==> config.mk <==
export PLATFORM = sky130hd
export DESIGN_NAME = armleocpu_ptw_flat
export DESIGN_NICKNAME = d
export VERILOG_FILES = /design/src/rtl/armleocpu_ptw_if.sv /design/src/rtl/armleocpu_ptw.sv /design/src/flat_wrapper.sv
export SDC_FILE = /design/constraint.sdc
export NUM_CORES = 1
export LEC_CHECK = 0
export ABC_CLOCK_PERIOD_IN_PS = 5230
export CAP_MARGIN = 0
export CORE_MARGIN = 5
export CORE_UTILIZATION = 44
export CTS_CLUSTER_DIAMETER = 100
export DETAILED_ROUTE_END_ITERATION = 6
export HOLD_SLACK_MARGIN = 0.15
export PLACE_DENSITY = 0.78
export SETUP_SLACK_MARGIN = 0.5
export SYNTH_ARGS = -nofsm -noshare
export SYNTH_HDL_FRONTEND = slang
export SYNTH_SLANG_ARGS = --single-unit
==> constraint.sdc <==
create_clock -name clk -period 5.23 [get_ports clk]
set_input_delay 1.569 -clock clk [delete_from_list [all_inputs] [get_ports clk]]
set_output_delay 1.569 -clock clk [all_outputs]
set_load 0.03 [all_outputs]
==> src/rtl/armleocpu_ptw_if.sv <==
// Single-outstanding read port between the page table walker and the data bus arbiter.
// The walker is the master: it raises m_transaction and holds m_address until m_transaction_done.
interface armleocpu_ptw_if;
   logic        m_transaction;
   logic [33:0] m_address;
   logic        m_transaction_done;
   logic        m_transaction_response;
   logic [31:0] m_rdata;

   modport master (
      output m_transaction,
      output m_address,
      input  m_transaction_done,
      input  m_transaction_response,
      input  m_rdata
   );

   modport slave (
      input  m_transaction,
      input  m_address,
      output m_transaction_done,
      output m_transaction_response,
      output m_rdata
   );
endinterface

==> src/rtl/armleocpu_ptw.sv <==
// Sv32 page table walker: resolves a VPN into a leaf PPN and access tag for the TLB.
//   state  | meaning
//   IDLE   | waiting for resolve_request; result pulse is issued from here
//   LEVEL1 | reading the level-1 PTE indexed by VPN[19:10] from the root table
//   LEVEL0 | reading the level-0 PTE indexed by VPN[9:0] from the pointed-to table
module armleocpu_ptw (
   input  logic                 clk,
   input  logic                 rst,
   input  logic                 resolve_request,
   input  logic [19:0]          virtual_address,
   input  logic [21:0]          satp_ppn,
   output logic                 busy,
   output logic                 resolve_done,
   output logic                 resolve_pagefault,
   output logic                 resolve_accessfault,
   output logic [21:0]          resolve_physical_address,
   output logic [7:0]           resolve_access_bits,
   armleocpu_ptw_if.master      mem
);

   typedef enum logic [1:0] {
      IDLE   = 2'd0,
      LEVEL1 = 2'd1,
      LEVEL0 = 2'd2
   } state_t;

   state_t      state;
   logic [19:0] vpn_r;
   logic [21:0] satp_r;
   logic [21:0] pte_ppn_r;

   logic pte_v, pte_r, pte_w, pte_x;
   assign pte_v = mem.m_rdata[0];
   assign pte_r = mem.m_rdata[1];
   assign pte_w = mem.m_rdata[2];
   assign pte_x = mem.m_rdata[3];

   // Address is a pure function of registered state, so it cannot move while a read is pending.
   assign busy              = (state != IDLE);
   assign mem.m_transaction = (state != IDLE);
   assign mem.m_address     = (state == LEVEL1) ? {satp_r, vpn_r[19:10], 2'b00}
                                                : {pte_ppn_r, vpn_r[9:0], 2'b00};

   always_ff @(posedge clk or posedge rst) begin
      if (rst) begin
         state                    <= IDLE;
         vpn_r                    <= '0;
         satp_r                   <= '0;
         pte_ppn_r                <= '0;
         resolve_done             <= 1'b0;
         resolve_pagefault        <= 1'b0;
         resolve_accessfault      <= 1'b0;
         resolve_physical_address <= '0;
         resolve_access_bits      <= '0;
      end else begin
         resolve_done             <= 1'b0;
         resolve_pagefault        <= 1'b0;
         resolve_accessfault      <= 1'b0;
         resolve_physical_address <= '0;
         resolve_access_bits      <= '0;
         case (state)
            IDLE: begin
               if (resolve_request) begin
                  vpn_r  <= virtual_address;
                  satp_r <= satp_ppn;
                  state  <= LEVEL1;
               end
            end
            LEVEL1, LEVEL0: begin
               if (mem.m_transaction_done) begin
                  if (mem.m_transaction_response) begin
                     resolve_done        <= 1'b1;
                     resolve_accessfault <= 1'b1;
                     state               <= IDLE;
                  end else if (!pte_v || (!pte_r && pte_w)) begin
                     resolve_done      <= 1'b1;
                     resolve_pagefault <= 1'b1;
                     state             <= IDLE;
                  end else if (pte_r || pte_x) begin
                     resolve_done <= 1'b1;
                     state        <= IDLE;
                     // A level-1 leaf is a 4 MiB superpage; its low PPN bits must be zero.
                     if (state == LEVEL1 && mem.m_rdata[19:10] != 10'd0) begin
                        resolve_pagefault <= 1'b1;
                     end else begin
                        resolve_access_bits <= mem.m_rdata[7:0];
                        if (state == LEVEL1)
                           resolve_physical_address <= {mem.m_rdata[31:20], vpn_r[9:0]};
                        else
                           resolve_physical_address <= mem.m_rdata[31:10];
                     end
                  end else if (state == LEVEL1) begin
                     pte_ppn_r <= mem.m_rdata[31:10];
                     state     <= LEVEL0;
                  end else begin
                     resolve_done      <= 1'b1;
                     resolve_pagefault <= 1'b1;
                     state             <= IDLE;
                  end
               end
            end
            default: state <= IDLE;
         endcase
      end
   end

endmodule

==> src/flat_wrapper.sv <==
// flat-port wrapper written by rule: the top's interface ports become plain ports
module armleocpu_ptw_flat 
  (clk, rst, resolve_request, virtual_address, satp_ppn, busy, resolve_done, resolve_pagefault, resolve_accessfault, resolve_physical_address, resolve_access_bits, mem_m_transaction, mem_m_address, mem_m_transaction_done, mem_m_transaction_response, mem_m_rdata);
  armleocpu_ptw_if mem_i ();
  input  logic clk;
  input  logic rst;
  input  logic resolve_request;
  input  logic [19:0] virtual_address;
  input  logic [21:0] satp_ppn;
  output logic busy;
  output logic resolve_done;
  output logic resolve_pagefault;
  output logic resolve_accessfault;
  output logic [21:0] resolve_physical_address;
  output logic [7:0] resolve_access_bits;
  output wire logic [$bits(mem_i.m_transaction)-1:0] mem_m_transaction;
  output wire logic [$bits(mem_i.m_address)-1:0] mem_m_address;
  input wire logic [$bits(mem_i.m_transaction_done)-1:0] mem_m_transaction_done;
  input wire logic [$bits(mem_i.m_transaction_response)-1:0] mem_m_transaction_response;
  input wire logic [$bits(mem_i.m_rdata)-1:0] mem_m_rdata;
  assign mem_m_transaction = mem_i.m_transaction;
  assign mem_m_address = mem_i.m_address;
  assign mem_i.m_transaction_done = mem_m_transaction_done;
  assign mem_i.m_transaction_response = mem_m_transaction_response;
  assign mem_i.m_rdata = mem_m_rdata;
  armleocpu_ptw u_core (.clk(clk), .rst(rst), .resolve_request(resolve_request), .virtual_address(virtual_address), .satp_ppn(satp_ppn), .busy(busy), .resolve_done(resolve_done), .resolve_pagefault(resolve_pagefault), .resolve_accessfault(resolve_accessfault), .resolve_physical_address(resolve_physical_address), .resolve_access_bits(resolve_access_bits), .mem(mem_i));
endmodule
==> results.md <==
- Ant. Diodes: 0
- # DRC: 0
- Top-level I/O count: 148
- Setup TNS: 0 ps
- Setup Viol. Count Final: 0
- Initial DRC count: 85
- Reg area: about 2500 sq um
- Sequential element share of the synthesized area: between 50% and 60%
- Worst Setup EP: mem_m_address[28]
- Ratio of cells with drive above 1 in the final layout: 24.78%
- Outcome: finished clean
- CTS tree: yes
- CTS buffer count: 9
- PortBufs: about 140
- Area of the multi-input gates: between 1500 and 2000 sq um
- Final min period: 4183 ps
- Largest net degree at the start of global routing: 67
- Post-synthesis cell count: 315
- Critical Path End Type: output pin
- CTS Buffer Depth: 2
- Die X: approximately 110 um
- Max Slew Vio Count: 0
- Fillers: 790
- CTS Sinks: 99
- RSZ-0062 raised after global routing: false
- Post-layout util: 62.60%
- Area of the mapped netlist: 4410 sq um
- First-pass GRT wire length: 16,950 um
- Most common cell after layout, fill and taps aside: clkdlybuf4s50_1
- Clock power frac: 15.1%
- CTS H-tree depth: 3
- Core area: 9774 sq um
- Skew-Pair Late Insertion Delay: 370 ps
- Hold-fix buffers, CTS: 0
- Vias in the first global route: 3,278
- CP required: 3660 ps
- Clock Pin Slew Worst Setup and Hold Paths: 90 ps
- Switch Pwr: 1.167 mW
- Register bit total from synthesis: 99
- Max Clock Skew: 8.351 ps
- Via Count: 3,023
- Power share of the combinational group: 49.3%
- Total Die Area: between 10,000 and 15,000 sq um
- CTS Root Cell: clkbuf_8
- Internal power: a little under 2 mW
- Post-route clock period utilization: ~80%
- Pre-antenna DRT Iters: 4
- Gr ovfl total: 0
- Worst Setup Path Type: reg2out
- Class of the most critical hold timing path: reg2reg
- Critical Path AT: ~2600 ps
- Placer Congestion: 0.7905
- Post-CTS setup buffers: 0
- Post-cts sizing count: 0
- Hold Vio Cnt, Final: 0
- Nets: 535
- PD cells: roughly 500 nW/um^2
- Wire length per cell: 18.41 um
- Antenna viol nets, final: 0
- Min Hold Slack: 497.5 ps
- Max cap viols: 0
- Max Clk Rate: 0.2391 GHz
- Sw Ratio: a little under two fifths
- CP Launch Type: flop
- Leak: 2.631 nW
- CP Launch Point: u_core.state[1]
- R2R cell count: 6
- Tightest Pin Transition: 1059 ps
- Synth warnings: 0
- Crit Path Max Fanout: 37
- Placed Area: 5931 sq um
- Slew Limit Headroom: 29.12%
- Number of distinct library cells after synthesis: 33
- Post-Syn Area per Cell: 14.00 sq um
- Vias/cell: 5.132
- R2r setup slk: 2850 ps
- Die height: 110.1 um
- Total Wirelength: about 11,000 um
- Gr usage total: 18.46%
- Commonest cells after routing, fill and taps aside: clkdlybuf4s50_1 (143), dfrtp_1 (99), mux2_2 (64)
- Worst reg2reg endpoint: u_core.resolve_physical_address[2]
- RR Startpoint: u_core.state[1]
- Initial Util: 45.12%
- Initial antenna violation count: 0
- Max rail drop VDD: approximately 0.00025 V
- Seq pwr share: a little over a third
- HPWL after DPL: 7754 um
- Num rows: 36
- Area grow syn2layout: 38.72%
- Final Cell Area: 6118 sq um
[logic make-up (layout without fill, tap and decap cells)]
kind of cell	count (synthesis)	after routing	synth area share (%)
mux	107	107	28.74
flops	99	99	56.17
simple gates	47	47	6.383
buf+inv	31	171	4.000
compound gates	25	25	3.206
fa+ha+maj	5	5	1.418
other cells	1	2	0.08502
[power groups by stage]
stage	Combinational (mW)	Clock (mW)	Sequential, mW
global placement	1.54	0	1.12
finish	1.54	0.471	1.12
detailed placement	1.56	0	1.13
floorplan	1.07	0	1.11
global route	1.65	0.516	1.15
CTS	1.56	0.484	1.12
[through the flow]
step	cells	power (mW)	setup WS, ps
final	589	3.128	1047
after CTS	589	3.166	1019
after floorplan	316	2.175	1071
after global placement	573	2.656	1476
after detailed placement	573	2.687	1434
after global routing	589	3.310	934.8
[layout make-up]
class / instances / area share (%)
Sequential cell: 99 / 40.49
Multi-Input combinational cell: 186 / 29.10
Timing Repair Buffer: 147 / 24.09
Tap cell: 133 / 2.720
Clock buffer: 11 / 2.474
Clock inverter: 5 / 0.5930
Inverter: 8 / 0.5317
[state kept, by name, indices dropped and copies added (netlist names)]
register / flops
u_core.resolve_done: 1
u_core.resolve_physical_address: 22
u_core.pte_ppn_r: 22
u_core.satp_r: 22
u_core.vpn_r: 20
u_core.resolve_pagefault: 1
u_core.resolve_accessfault: 1
u_core.resolve_access_bits: 8
u_core.state: 2
[worst min path at each step]
stage                         startpoint                   end  slack [ps]  depth (start not counted)
finish                  u_core.satp_r[0]      u_core.satp_r[0]         500                          1
global route           u_core.satp_r[20]     u_core.satp_r[20]         520                          1
CTS                     u_core.satp_r[0]      u_core.satp_r[0]         510                          1
detailed placement  u_core.pte_ppn_r[21]  u_core.pte_ppn_r[21]         480                          1
global placement        u_core.vpn_r[19]      u_core.vpn_r[19]         470                          1
floorplan           u_core.pte_ppn_r[20]  u_core.pte_ppn_r[20]         450                          1
[cells in the mapped netlist]
cell type / n / area (sq um)
nor2_1: 3 / 11.26
nand4b_1: 2 / 17.52
conb_1: 1 / 3.750
o21bai_1: 1 / 7.510
o22ai_2: 1 / 12.51
a31oi_1: 2 / 12.51
nor2_8: 1 / 20.02
nor4_1: 2 / 12.51
or3_4: 1 / 11.26
mux2_2: 64 / 720.7
mux2_1: 13 / 146.4
clkbuf_1: 5 / 18.77
and2b_1: 1 / 7.510
inv_2: 1 / 3.750
nor2b_1: 1 / 6.260
buf_4: 3 / 22.52
or4_1: 1 / 7.510
mux2i_1: 10 / 100.1
ha_1: 5 / 62.56
buf_2: 13 / 65.06
mux2_4: 20 / 300.3
o21ai_1: 1 / 5.000
and3_1: 1 / 6.260
inv_1: 7 / 26.28
a21oi_1: 2 / 10.01
nor3_1: 28 / 140.1
buf_12: 2 / 40.04
nor4b_2: 1 / 15.01
nor3b_1: 2 / 15.01
nand2_1: 3 / 11.26
dfrtp_1: 99 / 2477
o21ai_0: 17 / 85.08
o31a_1: 1 / 8.760
[per-layer routing]
metal	wire [um]	track usage (%)
met4	177	6.860
met5	0	0
met3	1255	7.630
met2	4829	28.94
met1	4578	22.91
[worst max-delay path, stage by stage, from the launching register on]
cell and delay, ps:
dfrtp_1 390, inv_1 160, ha_2 410, buf_12 280, mux2_2 370, clkdlybuf4s50_1 610
(Power assumes the default switching activity.)
